<file path="config.mk">
export PLATFORM = sky130hd
export DESIGN_NAME = vram_dma_arbiter
export DESIGN_NICKNAME = d
export VERILOG_FILES = /design/src/rtl/vram_dma_arbiter.sv
export SDC_FILE = /design/constraint.sdc
export NUM_CORES = 1
export LEC_CHECK = 0
export BUFFER_PORTS_ARGS = -buffer_cell sky130_fd_sc_hd__buf_2
export CAP_MARGIN = 20
export CELL_PAD_IN_SITES_DETAIL_PLACEMENT = 0
export CELL_PAD_IN_SITES_GLOBAL_PLACEMENT = 1
export CORE_MARGIN = 1.5
export CORE_UTILIZATION = 24
export CTS_CLUSTER_DIAMETER = 40
export DETAILED_ROUTE_END_ITERATION = 16
export GPL_TIMING_DRIVEN = 0
export PLACE_DENSITY = 0.84
export SLEW_MARGIN = 20
export SYNTH_ARGS = -nofsm -noshare
export SYNTH_HDL_FRONTEND = slang
export SYNTH_SLANG_ARGS = --single-unit
</file>
<file path="constraint.sdc">
create_clock -name CLK -period 1.4 [get_ports CLK]
set_input_delay 0.14 -clock CLK [delete_from_list [all_inputs] [get_ports CLK]]
set_output_delay 0.14 -clock CLK [all_outputs]
set_load 0.02 [all_outputs]
</file>
<file path="src/rtl/vram_dma_arbiter.sv">
`default_nettype none
// ============================================================================
// Module   : vram_dma_arbiter
// Purpose  : Hands the external async SRAM between the Z80 (default owner)
//            and the VGA row-buffer DMA using the Z80 BUSRQ/BUSAK handshake,
//            with guard cycles around the grant and an acknowledge timeout.
// Revision : 1.0 - initial release
// ============================================================================
module vram_dma_arbiter #(
  parameter int unsigned GUARD_CYCLES = 1,
  parameter int unsigned ACK_TIMEOUT  = 255
) (
  input  logic        CLK,
  input  logic        RST,
  // VGA DMA side
  input  logic        DMA_REQ,
  output logic        DMA_ACK,
  input  logic [16:0] DMA_ADR,
  output logic [7:0]  DMA_DATA,
  // Z80 side
  output logic        CPU_BUSRQ_N,
  input  logic        CPU_BUSAK_N,
  input  logic [15:0] CPU_ADR,
  input  logic [7:0]  CPU_DOUT,
  output logic [7:0]  CPU_DIN,
  input  logic        CPU_MREQ_N,
  input  logic        CPU_RD_N,
  input  logic        CPU_WR_N,
  // SRAM side
  output logic [16:0] SRAM_ADR,
  input  logic [7:0]  SRAM_DIN,
  output logic [7:0]  SRAM_DOUT,
  output logic        SRAM_DOE,
  output logic        SRAM_OE_N,
  output logic        SRAM_WE_N,
  output logic        TIMEOUT_ERR
);

  localparam int unsigned GW = (GUARD_CYCLES > 1) ? $clog2(GUARD_CYCLES + 1) : 1;

  typedef enum logic [2:0] {
    S_IDLE      = 3'd0,
    S_REQ       = 3'd1,
    S_GUARD_IN  = 3'd2,
    S_GRANT     = 3'd3,
    S_GUARD_OUT = 3'd4,
    S_RELEASE   = 3'd5
  } state_t;

  state_t        state_q;
  logic          owner_dma_q;   // 1 = SRAM belongs to the DMA
  logic          busrq_n_q;
  logic          ack_q;
  logic          err_q;
  logic [7:0]    tmo_q;
  logic [GW-1:0] guard_q;
  logic          guard_done;

  // Last guard cycle: the counter started at zero on guard-state entry
  assign guard_done = (32'(guard_q) + 32'd1) >= GUARD_CYCLES;

  // Handshake sequencer; every output it produces is registered
  always_ff @(posedge CLK or posedge RST) begin
    if (RST) begin
      state_q     <= S_IDLE;
      owner_dma_q <= 1'b0;
      busrq_n_q   <= 1'b1;
      ack_q       <= 1'b0;
      err_q       <= 1'b0;
      tmo_q       <= '0;
      guard_q     <= '0;
    end else begin
      case (state_q)
        S_IDLE: begin
          busrq_n_q <= 1'b1;
          if (DMA_REQ) begin
            state_q   <= S_REQ;
            busrq_n_q <= 1'b0;
            tmo_q     <= '0;
          end
        end
        S_REQ: begin
          tmo_q <= tmo_q + 8'd1;
          if (!CPU_BUSAK_N) begin
            // CPU has let go of the bus: SRAM switches to the DMA here
            owner_dma_q <= 1'b1;
            guard_q     <= '0;
            state_q     <= (GUARD_CYCLES == 0) ? S_GRANT : S_GUARD_IN;
          end else if (!DMA_REQ) begin
            state_q   <= S_RELEASE;
            busrq_n_q <= 1'b1;
          end else if (tmo_q + 8'd1 == 8'(ACK_TIMEOUT)) begin
            err_q     <= 1'b1;
            state_q   <= S_RELEASE;
            busrq_n_q <= 1'b1;
          end
        end
        S_GUARD_IN: begin
          if (guard_done) state_q <= S_GRANT;
          else            guard_q <= guard_q + GW'(1);
        end
        S_GRANT: begin
          guard_q <= '0;
          if (CPU_BUSAK_N || !DMA_REQ) begin
            // A lost BUSAK is an error; a dropped request is a normal end
            ack_q <= 1'b0;
            if (CPU_BUSAK_N) err_q <= 1'b1;
            if (GUARD_CYCLES == 0) begin
              state_q     <= S_RELEASE;
              owner_dma_q <= 1'b0;
              busrq_n_q   <= 1'b1;
            end else begin
              state_q <= S_GUARD_OUT;
            end
          end else begin
            ack_q <= 1'b1;
          end
        end
        S_GUARD_OUT: begin
          if (guard_done) begin
            state_q     <= S_RELEASE;
            owner_dma_q <= 1'b0;
            busrq_n_q   <= 1'b1;
          end else begin
            guard_q <= guard_q + GW'(1);
          end
        end
        S_RELEASE: begin
          if (CPU_BUSAK_N) state_q <= S_IDLE;
        end
        default: state_q <= S_IDLE;
      endcase
    end
  end

  // SRAM steering follows the registered owner; the DMA never writes
  always_comb begin
    if (owner_dma_q) begin
      SRAM_ADR  = DMA_ADR;
      SRAM_DOUT = 8'h00;
      SRAM_WE_N = 1'b1;
      SRAM_OE_N = 1'b0;
      SRAM_DOE  = 1'b0;
    end else begin
      SRAM_ADR  = {1'b0, CPU_ADR};
      SRAM_DOUT = CPU_DOUT;
      SRAM_WE_N = CPU_MREQ_N | CPU_WR_N;
      SRAM_OE_N = CPU_MREQ_N | CPU_RD_N;
      SRAM_DOE  = ~CPU_MREQ_N & ~CPU_WR_N;
    end
  end

  assign DMA_DATA    = SRAM_DIN;
  assign CPU_DIN     = SRAM_DIN;
  assign DMA_ACK     = ack_q;
  assign CPU_BUSRQ_N = busrq_n_q;
  assign TIMEOUT_ERR = err_q;

endmodule
`default_nettype wire
</file>
Yosys cells after proc, flatten, opt, wreduce, memory -nomap -nowiden
Cells that the tools add are included.
{"block": "totals", "out_inout_bits": 47, "register_bits": 16, "input_bits": 56}
{"block": "op_classes", "eq_ne": 19, "addsub": 3, "bitwise": 5, "reduce_logical": 15, "order_cmp": 1, "muxes": 34}
{"op": "$mux W3", "n": 8}
{"op": "$ne A2 B2 Y1 const B", "n": 11}
{"op": "$pmux W3 S6", "n": 1}
{"op": "$mux W1", "n": 17}
{"op": "$mux W17", "n": 1}
{"op": "$mux W8", "n": 2}
{"op": "$pmux W8 S2", "n": 1}
{"op": "$reduce_and A6 Y1", "n": 2}
{"op": "$add A8 B1 Y8 const B", "n": 1}
{"op": "$eq A8 B8 Y1 const B", "n": 1}
{"op": "$eq A3 B2 Y1 const B", "n": 2}
{"op": "$eq A3 B3 Y1 const B", "n": 2}
{"op": "$pmux W1 S3", "n": 2}
{"op": "$reduce_and A3 Y1", "n": 2}
{"op": "$reduce_bool A2 Y1", "n": 3}
{"op": "$reduce_bool A3 Y1", "n": 2}
{"op": "$ne A4 B4 Y1 const B", "n": 1}
{"op": "$pmux W1 S2", "n": 2}
{"op": "$reduce_and A4 Y1", "n": 1}
{"op": "$eq A3 B1 Y1 const B", "n": 1}
{"op": "$logic_not A3 Y1", "n": 1}
{"op": "$ne A3 B3 Y1 const B", "n": 1}
{"op": "$add A1 B1 Y2 const B", "n": 1}
{"op": "$ge A2 B1 Y1 const B", "n": 1}
{"op": "other kinds (8)", "n": 10}

Depth between registers and ports, before layout
Gate-level depths: netlist of the first run.
{"block": "logic_depth", "depth_word": 6, "ltp_mapped": 7}

Least setup slack after synthesis of the first run
Ideal clock, no wire load.
{"block": "synth_timing", "kind": "flip-flop to flip-flop", "from": "register tmo_q[0]", "to": "register err_q (netlist: TIMEOUT_ERR)", "stages_incl_launch_ff": 7, "required_ns": 1.275, "setup_slack_ns": -0.046, "arrival_time_ns": 1.320, "period_less_slack_ns": 1.446, "path_cell_list": "dfrtp_1 > ha_1 > and3_1 > a32oi_1 > o21ai_1 > nand4_1 > o21ai_1"}
{"block": "synth_between", "elab_chain_len": 4}
{"element": "start: declaration", "line": "55", "text": "logic [7:0] tmo_q;"}
{"element": "start signal: assignment", "line": "83", "text": "tmo_q <= tmo_q + 8'd1;"}
{"element": "$add A8 B1 Y8", "line": "92", "text": "end else if (tmo_q + 8'd1 == 8'(ACK_TIMEOUT)) begin"}
{"element": "$eq A8 B8 Y1", "line": "92"}
{"element": "$ne A2 B2 Y1 (no source line)"}
{"element": "$reduce_and A6 Y1 (no source line)"}
{"element": "end signal: assignment", "line": "69", "text": "err_q <= 1'b0;"}
{"element": "end signal: assignment", "line": "93", "text": "err_q <= 1'b1;"}
{"element": "end signal: assignment", "line": "107", "text": "if (CPU_BUSAK_N) err_q <= 1'b1;"}
{"element": "end: declaration", "line": "54", "text": "logic err_q;"}
No other way between the ends.
A chain may end at the register's enable or synchronous reset.

Worst setup path in the final report of the first run
{"block": "layout_timing", "from": "register owner_dma_q", "to": "output SRAM_WE_N"}
{"block": "layout_between", "elab_chain_len": 1}
{"element": "start: declaration", "line": "51", "text": "logic owner_dma_q;"}
{"element": "start signal: assignment", "line": "66", "text": "owner_dma_q <= 1'b0;"}
{"element": "start signal: assignment", "line": "86", "text": "owner_dma_q <= 1'b1;"}
{"element": "start signal: assignment", "line": "110", "text": "owner_dma_q <= 1'b0;"}
{"element": "$mux W1", "line": "138", "text": "if (owner_dma_q) begin"}
{"element": "end: declaration", "line": "35", "text": "output logic SRAM_WE_N,"}
No other way between the ends.

==> impl_metrics.py, run 1 <==
metrics = {
    "flow_run": {
        "maxCapViolCount": 0,
    },
    "routing": {
        "vias": 1503,
        "wl_met2_um": 1930,
        "dr.pass1.iters": 4,
        "drc_errors": 0,
        "wl_um": 3840,
        "drtIter0Drc": 12,
        "via_per_inst": 4.41,
        "wl_met3_um": 218,
        "wl_per_cell_um": 11.3,
        "drtAntennaViolNets": 0,
        "maxUsedRoutingLayer": "met4",
        "wirelength_met1_um": 1630,
    },
    "synth": {
        "ys_dominant_reg_cell": "dfrtp_1",
        "async_flop_share_pct": 100,
        "yosys.area.top_type": "dfrtp_1",
        "postSynthNetCount": 217,
        "synthDistinctLibCells": 38,
        "yosys-top-cells-area": "dfrtp_1 26%, mux2_2 13%, buf_4 11%",
        "ys_seq_area_share_pct": 27.9,
        "synth_edf_count": 0,
        "synth_top_area_share_pct": 26.0,
        "syn-cell-area_um2": 1350,
        "synth_seq_cells": 15,
        "synthCells": 159,
        "yosys_warnings": 0,
        "avgSynthCellArea_um2": 8.48,
    },
    "clock_network": {
        "cts_buffers": 3,
        "cts_tree": "yes",
        "cts_buffer_depth": 2,
        "cts-root-buf": "clkbuf_8",
        "clk_latency_ps": 260,
        "clkTransAtPathRegs_ps": 60,
        "cts_num_sinks": 15,
        "htree_levels": 1,
    },
    "sta": {
        "finalCriticalPeriod_ps": 1490,
        "rsz0062_at_grt": "true",
        "finalHoldViolCount": 0,
        "max_freq_ghz": 0.669,
        "setup_viol": 25,
        "setup_ws_ps": -94.7,
        "max-slew-margin-rel_pct": 61.7,
        "period_share_pct": 107,
        "drv_slew": 0,
        "whs_ps": 206,
        "skew_ps": 2.44,
        "tightest_slew_ps": 574,
    },
    "layout": {
        "final_core_util_pct": 41.0,
        "stdcell_count": 341,
        "design_area_um2": 2240,
        "fill_cells": 560,
        "layout.nets": 328,
        "drive_above_1_share_pct": 63.6,
        "final_common_cell": "buf_2",
        "final_cell_mix": "80 x buf_2, 32 x buf_4, 17 x buf_6",
        "syn_to_final_growth_pct": 66.2,
        "num_antenna_cells": 0,
    },
    "critical_path": {
        "path_cells": "buf_6 -> or3_4 -> buf_2",
        "crit_path_start_kind": "flip-flop",
        "critPathCaptureType": "output pin",
        "crit_type": "reg -> out",
        "path_max_fanout": 5,
        "required_ps": 1260,
        "worst_path_dominant_cell_family": "flip-flops",
        "slowest_stage": "dfrtp_1",
        "path_buf_inv": 2,
        "arrival_ps": 1350,
        "cpPeakStageDelay_ps": 420,
    },
    "outcome": {
        "violations": "setup timing",
        "status": "finished, violations left",
    },
    "grt": {
        "grt_use_total_pct": 11.0,
        "grt_start_max_net_pins": 16,
        "antenna_found_initial": 0,
        "grt_pass1_vias": 1259,
        "grt_pass1_wl_um": 5550,
        "gr-total-overflow": 0,
    },
    "floorplan": {
        "rows": 27,
        "die_w_um": 78.0,
        "io_pins": 103,
        "die_y_um": 78.0,
        "start_util_pct": 24.6,
        "die_area_um2": 6080,
        "coreArea_um2": 5470,
    },
    "placement": {
        "place_area_um2": 1910,
        "io_buffers": 94,
        "placedCellCount": 325,
        "routabilityCongestion": 0.766,
        "dp_hpwl_um": 2740,
    },
    "power_and_ir_drop": {
        "cellLeakagePower_nw": 1.12,
        "pwr_density_cell_nw_per_um2": 1390,
        "ir_drop_mv": 0.849,
    },
    "min_path": {
        "hold_path_class": "in -> reg",
    },
}
timing repair:
action / in CTS / in global routing
resized for setup: 20 / 41
setup endpoints to repair: 30 / 36
endpoints found under the hold margin: 14 / 0
pin swaps: 5 / 2
buffers inserted: 3 / 6
hold buffers: 1 / 0
cloned: 1 / 1
per-layer routing:
metal / global-route usage, % / up-vias
met5: 0 / -
met4: 4.46 / 0
met3: 1.76 / 5
met2: 19.1 / 57
met1: 13.3 / 678
li1: - / 763
sequential cells by signal, summed over array words and instances (netlist names):
signal       count
owner_dma_q      1
TIMEOUT_ERR      1
DMA_ACK          1
tmo_q            8
state_q          3
CPU_BUSRQ_N      1
stage by stage:
stage | worst slack (ps) | setup TNS (ps) | total power, W
after global placement | -177 | -534 | 0.00226
final | -94.7 | -1010 | 0.00311
after floorplan | 0.0441 | 0 | 0.00185
after global routing | -129 | -2020 | 0.00333
after detailed placement | -224 | -658 | 0.00227
after CTS | -87.8 | -1200 | 0.00282
layout make-up:
type	instances	area (um2)	share of cell area (%)
clock inverter	1	5.00	0.223
tap	72	90.1	4.02
clock buffer	3	41.3	1.84
inverter	6	22.5	1.00
buffer	26	220	9.82
multi-input combinational	112	840	37.4
timing repair buffer	106	643	28.7
sequential	15	380	17.0
power by group:
| part | internal [W] | switching, W | total (W) |
|---|---|---|---|
| clock | 0.000198 | 0.000175 | 0.000373 |
| sequential | 0.000574 | 0.0000924 | 0.000666 |
| combinational | 0.000990 | 0.00108 | 0.00207 |
| total | 0.00176 | 0.00135 | 0.00311 |
worst min-delay path, delay by kind of cell:
family	cells	cell delay [ps]
AOI/OAI and AO/OA	2	110
buffers and inverters	1	130
and+or+nand+nor	1	70
final timing paths:
path                       slack (ps)           to  cells past startpoint   startpoint
setup / recovery                  -90    SRAM_WE_N                      3  owner_dma_q
hold / removal                    210  CPU_BUSRQ_N                      4      DMA_REQ
setup reg to reg                  -20  TIMEOUT_ERR                      6     tmo_q[1]
hold reg to reg                   490      DMA_ACK                      2      DMA_ACK
max in group asynchronous         490     tmo_q[0]                      3          RST
min in group asynchronous         500     tmo_q[7]                      3          RST
cell families after synthesis:
group           share of synthesized area [%]
compound gates                           18.6
xor+xnor                                0.649
fa+ha+maj                                1.85
buf+inv                                  15.7
flops                                    27.9
mux                                      14.8
simple gates                             20.4
cells in the mapped netlist (all sizes together) (2+ instances only):
cell / n
buf: 25
o21ai: 18
mux2: 16
dfrtp: 14
nand2: 13
nor2b: 11
nor2: 8
a21oi: 6
inv: 6
o31ai: 6
nand3: 3
nand3b: 3
nand4: 3
a211oi: 2
a21o: 2
a31oi: 2
ha: 2
mux2i: 2
nand2b: 2
nor3: 2
Note: power is estimated with default switching activity, not from simulation.
==> run 2, diff against run 1 <==
- CORE_MARGIN: 1.5 -> 2
- PLACE_DENSITY: 0.84 -> 0.81
==> run 2 against run 1 <==
The run still ends with setup timing left; via count increased by 1.7%; combinational power increased by 8%; global-route usage increased by 0.32 points; clock-buffer cell count unchanged; core utilization increased by 1.7 points; sequential share of layout area decreased by 0.63 points; non-clock buffer count increased by 2; critical endpoint is now SRAM_ADR[15]; highest routed layer unchanged; sequential power increased by 1%; first-iteration DRC count increased to 3.8 times the previous value.
==> impl_metrics.py, run 2 (synthesized netlist as in run 1, its figures left out) <==
metrics = {
    "outcome": {
        "status": "finished, violations left",
        "violations": "setup timing",
    },
    "floorplan": {
        "coreArea_um2": 5470,
        "rows": 27,
        "start_util_pct": 24.6,
        "die_y_um": 79.0,
        "io_pins": 103,
        "die_w_um": 79.0,
        "die_area_um2": 6240,
    },
    "critical_path": {
        "path_max_fanout": 3,
        "crit_type": "reg -> out",
        "critPathCaptureType": "output pin",
        "path_cells": "buf_6 -> buf_12 -> mux2_4 -> buf_6",
        "path_buf_inv": 3,
        "crit_path_start_kind": "flip-flop",
        "cpPeakStageDelay_ps": 440,
        "worst_r2r_path_depth": 6,
        "arrival_ps": 1380,
        "worst_path_dominant_cell_family": "flip-flops",
        "cpMostUsedCell": "buf_6",
        "path_depth": 4,
        "required_ps": 1260,
        "slowest_stage": "dfrtp_2",
    },
    "layout": {
        "layout.nets": 330,
        "final_common_cell": "buf_2",
        "syn_to_final_growth_pct": 73.2,
        "top_register": "tmo_q",
        "drive_above_1_share_pct": 64.9,
        "num_antenna_cells": 0,
        "largest_reg_flops": 8,
        "final_core_util_pct": 42.7,
        "stdcell_count": 343,
        "reg_top3": "tmo_q: 8 flops, state_q: 3 flops",
        "final_cell_mix": "77 x buf_2, 31 x buf_4, 23 x buf_6",
    },
    "sta": {
        "max_freq_ghz": 0.658,
        "tns_ps": -1060,
        "rsz0062_at_grt": "true",
        "period_share_pct": 108,
        "tightest_slew_ps": 626,
        "max-slew-margin-rel_pct": 58.2,
        "skew_ps": 4.59,
        "finalCriticalPeriod_ps": 1520,
        "finalHoldViolCount": 0,
        "setup_viol": 22,
        "drv_slew": 0,
        "setup_ws_ps": -119,
    },
    "routing": {
        "wl_per_cell_um": 12.4,
        "vias": 1528,
        "wl_um": 4250,
        "drtAntennaViolNets": 0,
        "via_per_inst": 4.45,
        "dr.pass1.iters": 4,
        "drc_errors": 0,
        "drtIter0Drc": 46,
    },
    "placement": {
        "routabilityCongestion": 0.802,
        "io_buffers": 94,
        "placedCellCount": 325,
        "dp_hpwl_um": 2870,
        "pre_cts_slack_ps": -220,
    },
    "clock_network": {
        "clk_latency_ps": 250,
        "cts_num_sinks": 15,
        "htree_levels": 1,
        "clkTransAtPathRegs_ps": 70,
        "cts_buffers": 3,
        "cts-root-buf": "clkbuf_8",
        "cts_tree": "yes",
        "cts_buffer_depth": 2,
    },
    "grt": {
        "grtUsageMet3_pct": 2.05,
        "use_met2_pct": 19.2,
        "grt.met1_usage_pct": 14.4,
        "gr-total-overflow": 0,
        "grt_pass1_vias": 1298,
        "grt_start_max_net_pins": 16,
        "top_usage_layer": "met2",
        "antenna_found_initial": 0,
        "grt_use_total_pct": 11.3,
        "grt_pass1_wl_um": 5860,
    },
    "power_and_ir_drop": {
        "pwr_density_cell_nw_per_um2": 1400,
        "ir_drop_mv": 0.864,
        "cellLeakagePower_nw": 1.18,
        "p_total_w": 0.00326,
    },
    "min_path": {
        "min_path_cells": 3,
        "hold_path_class": "in -> reg",
    },
    "flow_run": {
        "maxCapViolCount": 0,
    },
}
[run 2: cell count changes in the layout (fill, tap and decap cells not counted), sizes merged]
| cell | before | now |
|---|---|---|
| clkbuf | 5 | 4 |
| buf | 129 | 132 |
[run 2: metal layers]
layer,vias to the layer above,part of all wire (%)
li1,769,-
met1,690,39
met2,63,52
met3,6,7.7
met4,0,0.94
met5,-,0
[run 2: worst paths after layout]
path,from,to,slack (ps)
min in group asynchronous,RST,tmo_q[7],520
max reg2reg,tmo_q[0],TIMEOUT_ERR,-20
min,DMA_REQ,TIMEOUT_ERR,230
min reg2reg,state_q[2],state_q[1],450
max,owner_dma_q,SRAM_ADR[15],-120
max in group asynchronous,RST,tmo_q[1],430
[run 2: area by class of cell]
type | count | area, um2
fill | 543 | 3140
clock inverter | 1 | 5.00
inverter | 6 | 22.5
sequential | 15 | 382
clock buffer | 3 | 41.3
tap | 72 | 90.1
timing repair buffer | 108 | 697
multi-input combinational | 112 | 875
buffer | 26 | 224
[run 2: repair_timing]
| action | in CTS | in global routing |
|---|---|---|
| setup buffers | 6 | 5 |
| endpoints found under the hold margin | 14 | 0 |
| pin swaps | 5 | 7 |
| setup endpoints to repair | 34 | 35 |
| cloned | 1 | 1 |
| resized for setup | 25 | 57 |
| hold buffers | 1 | 0 |
[run 2: through the flow]
step / hold WS (ps) / area [um2]
2_1_floorplan: 40.8 / 1350
3_3_place_gp: 233 / 1910
3_5_place_dp: 245 / 1910
4_1_cts: 208 / 2110
5_1_grt: 237 / 2340
6_report: 229 / 2340
[run 2: worst min-delay path, stage by stage]
cell and delay, ps:
buf_2 130, nand3_1 90, o21ai_1 70
[run 2: report_power, final]
group | internal [W] | switching, W
Clock | 0.000197 | 0.000164
Combinational | 0.00109 | 0.00114
Sequential | 0.000576 | 0.0000970
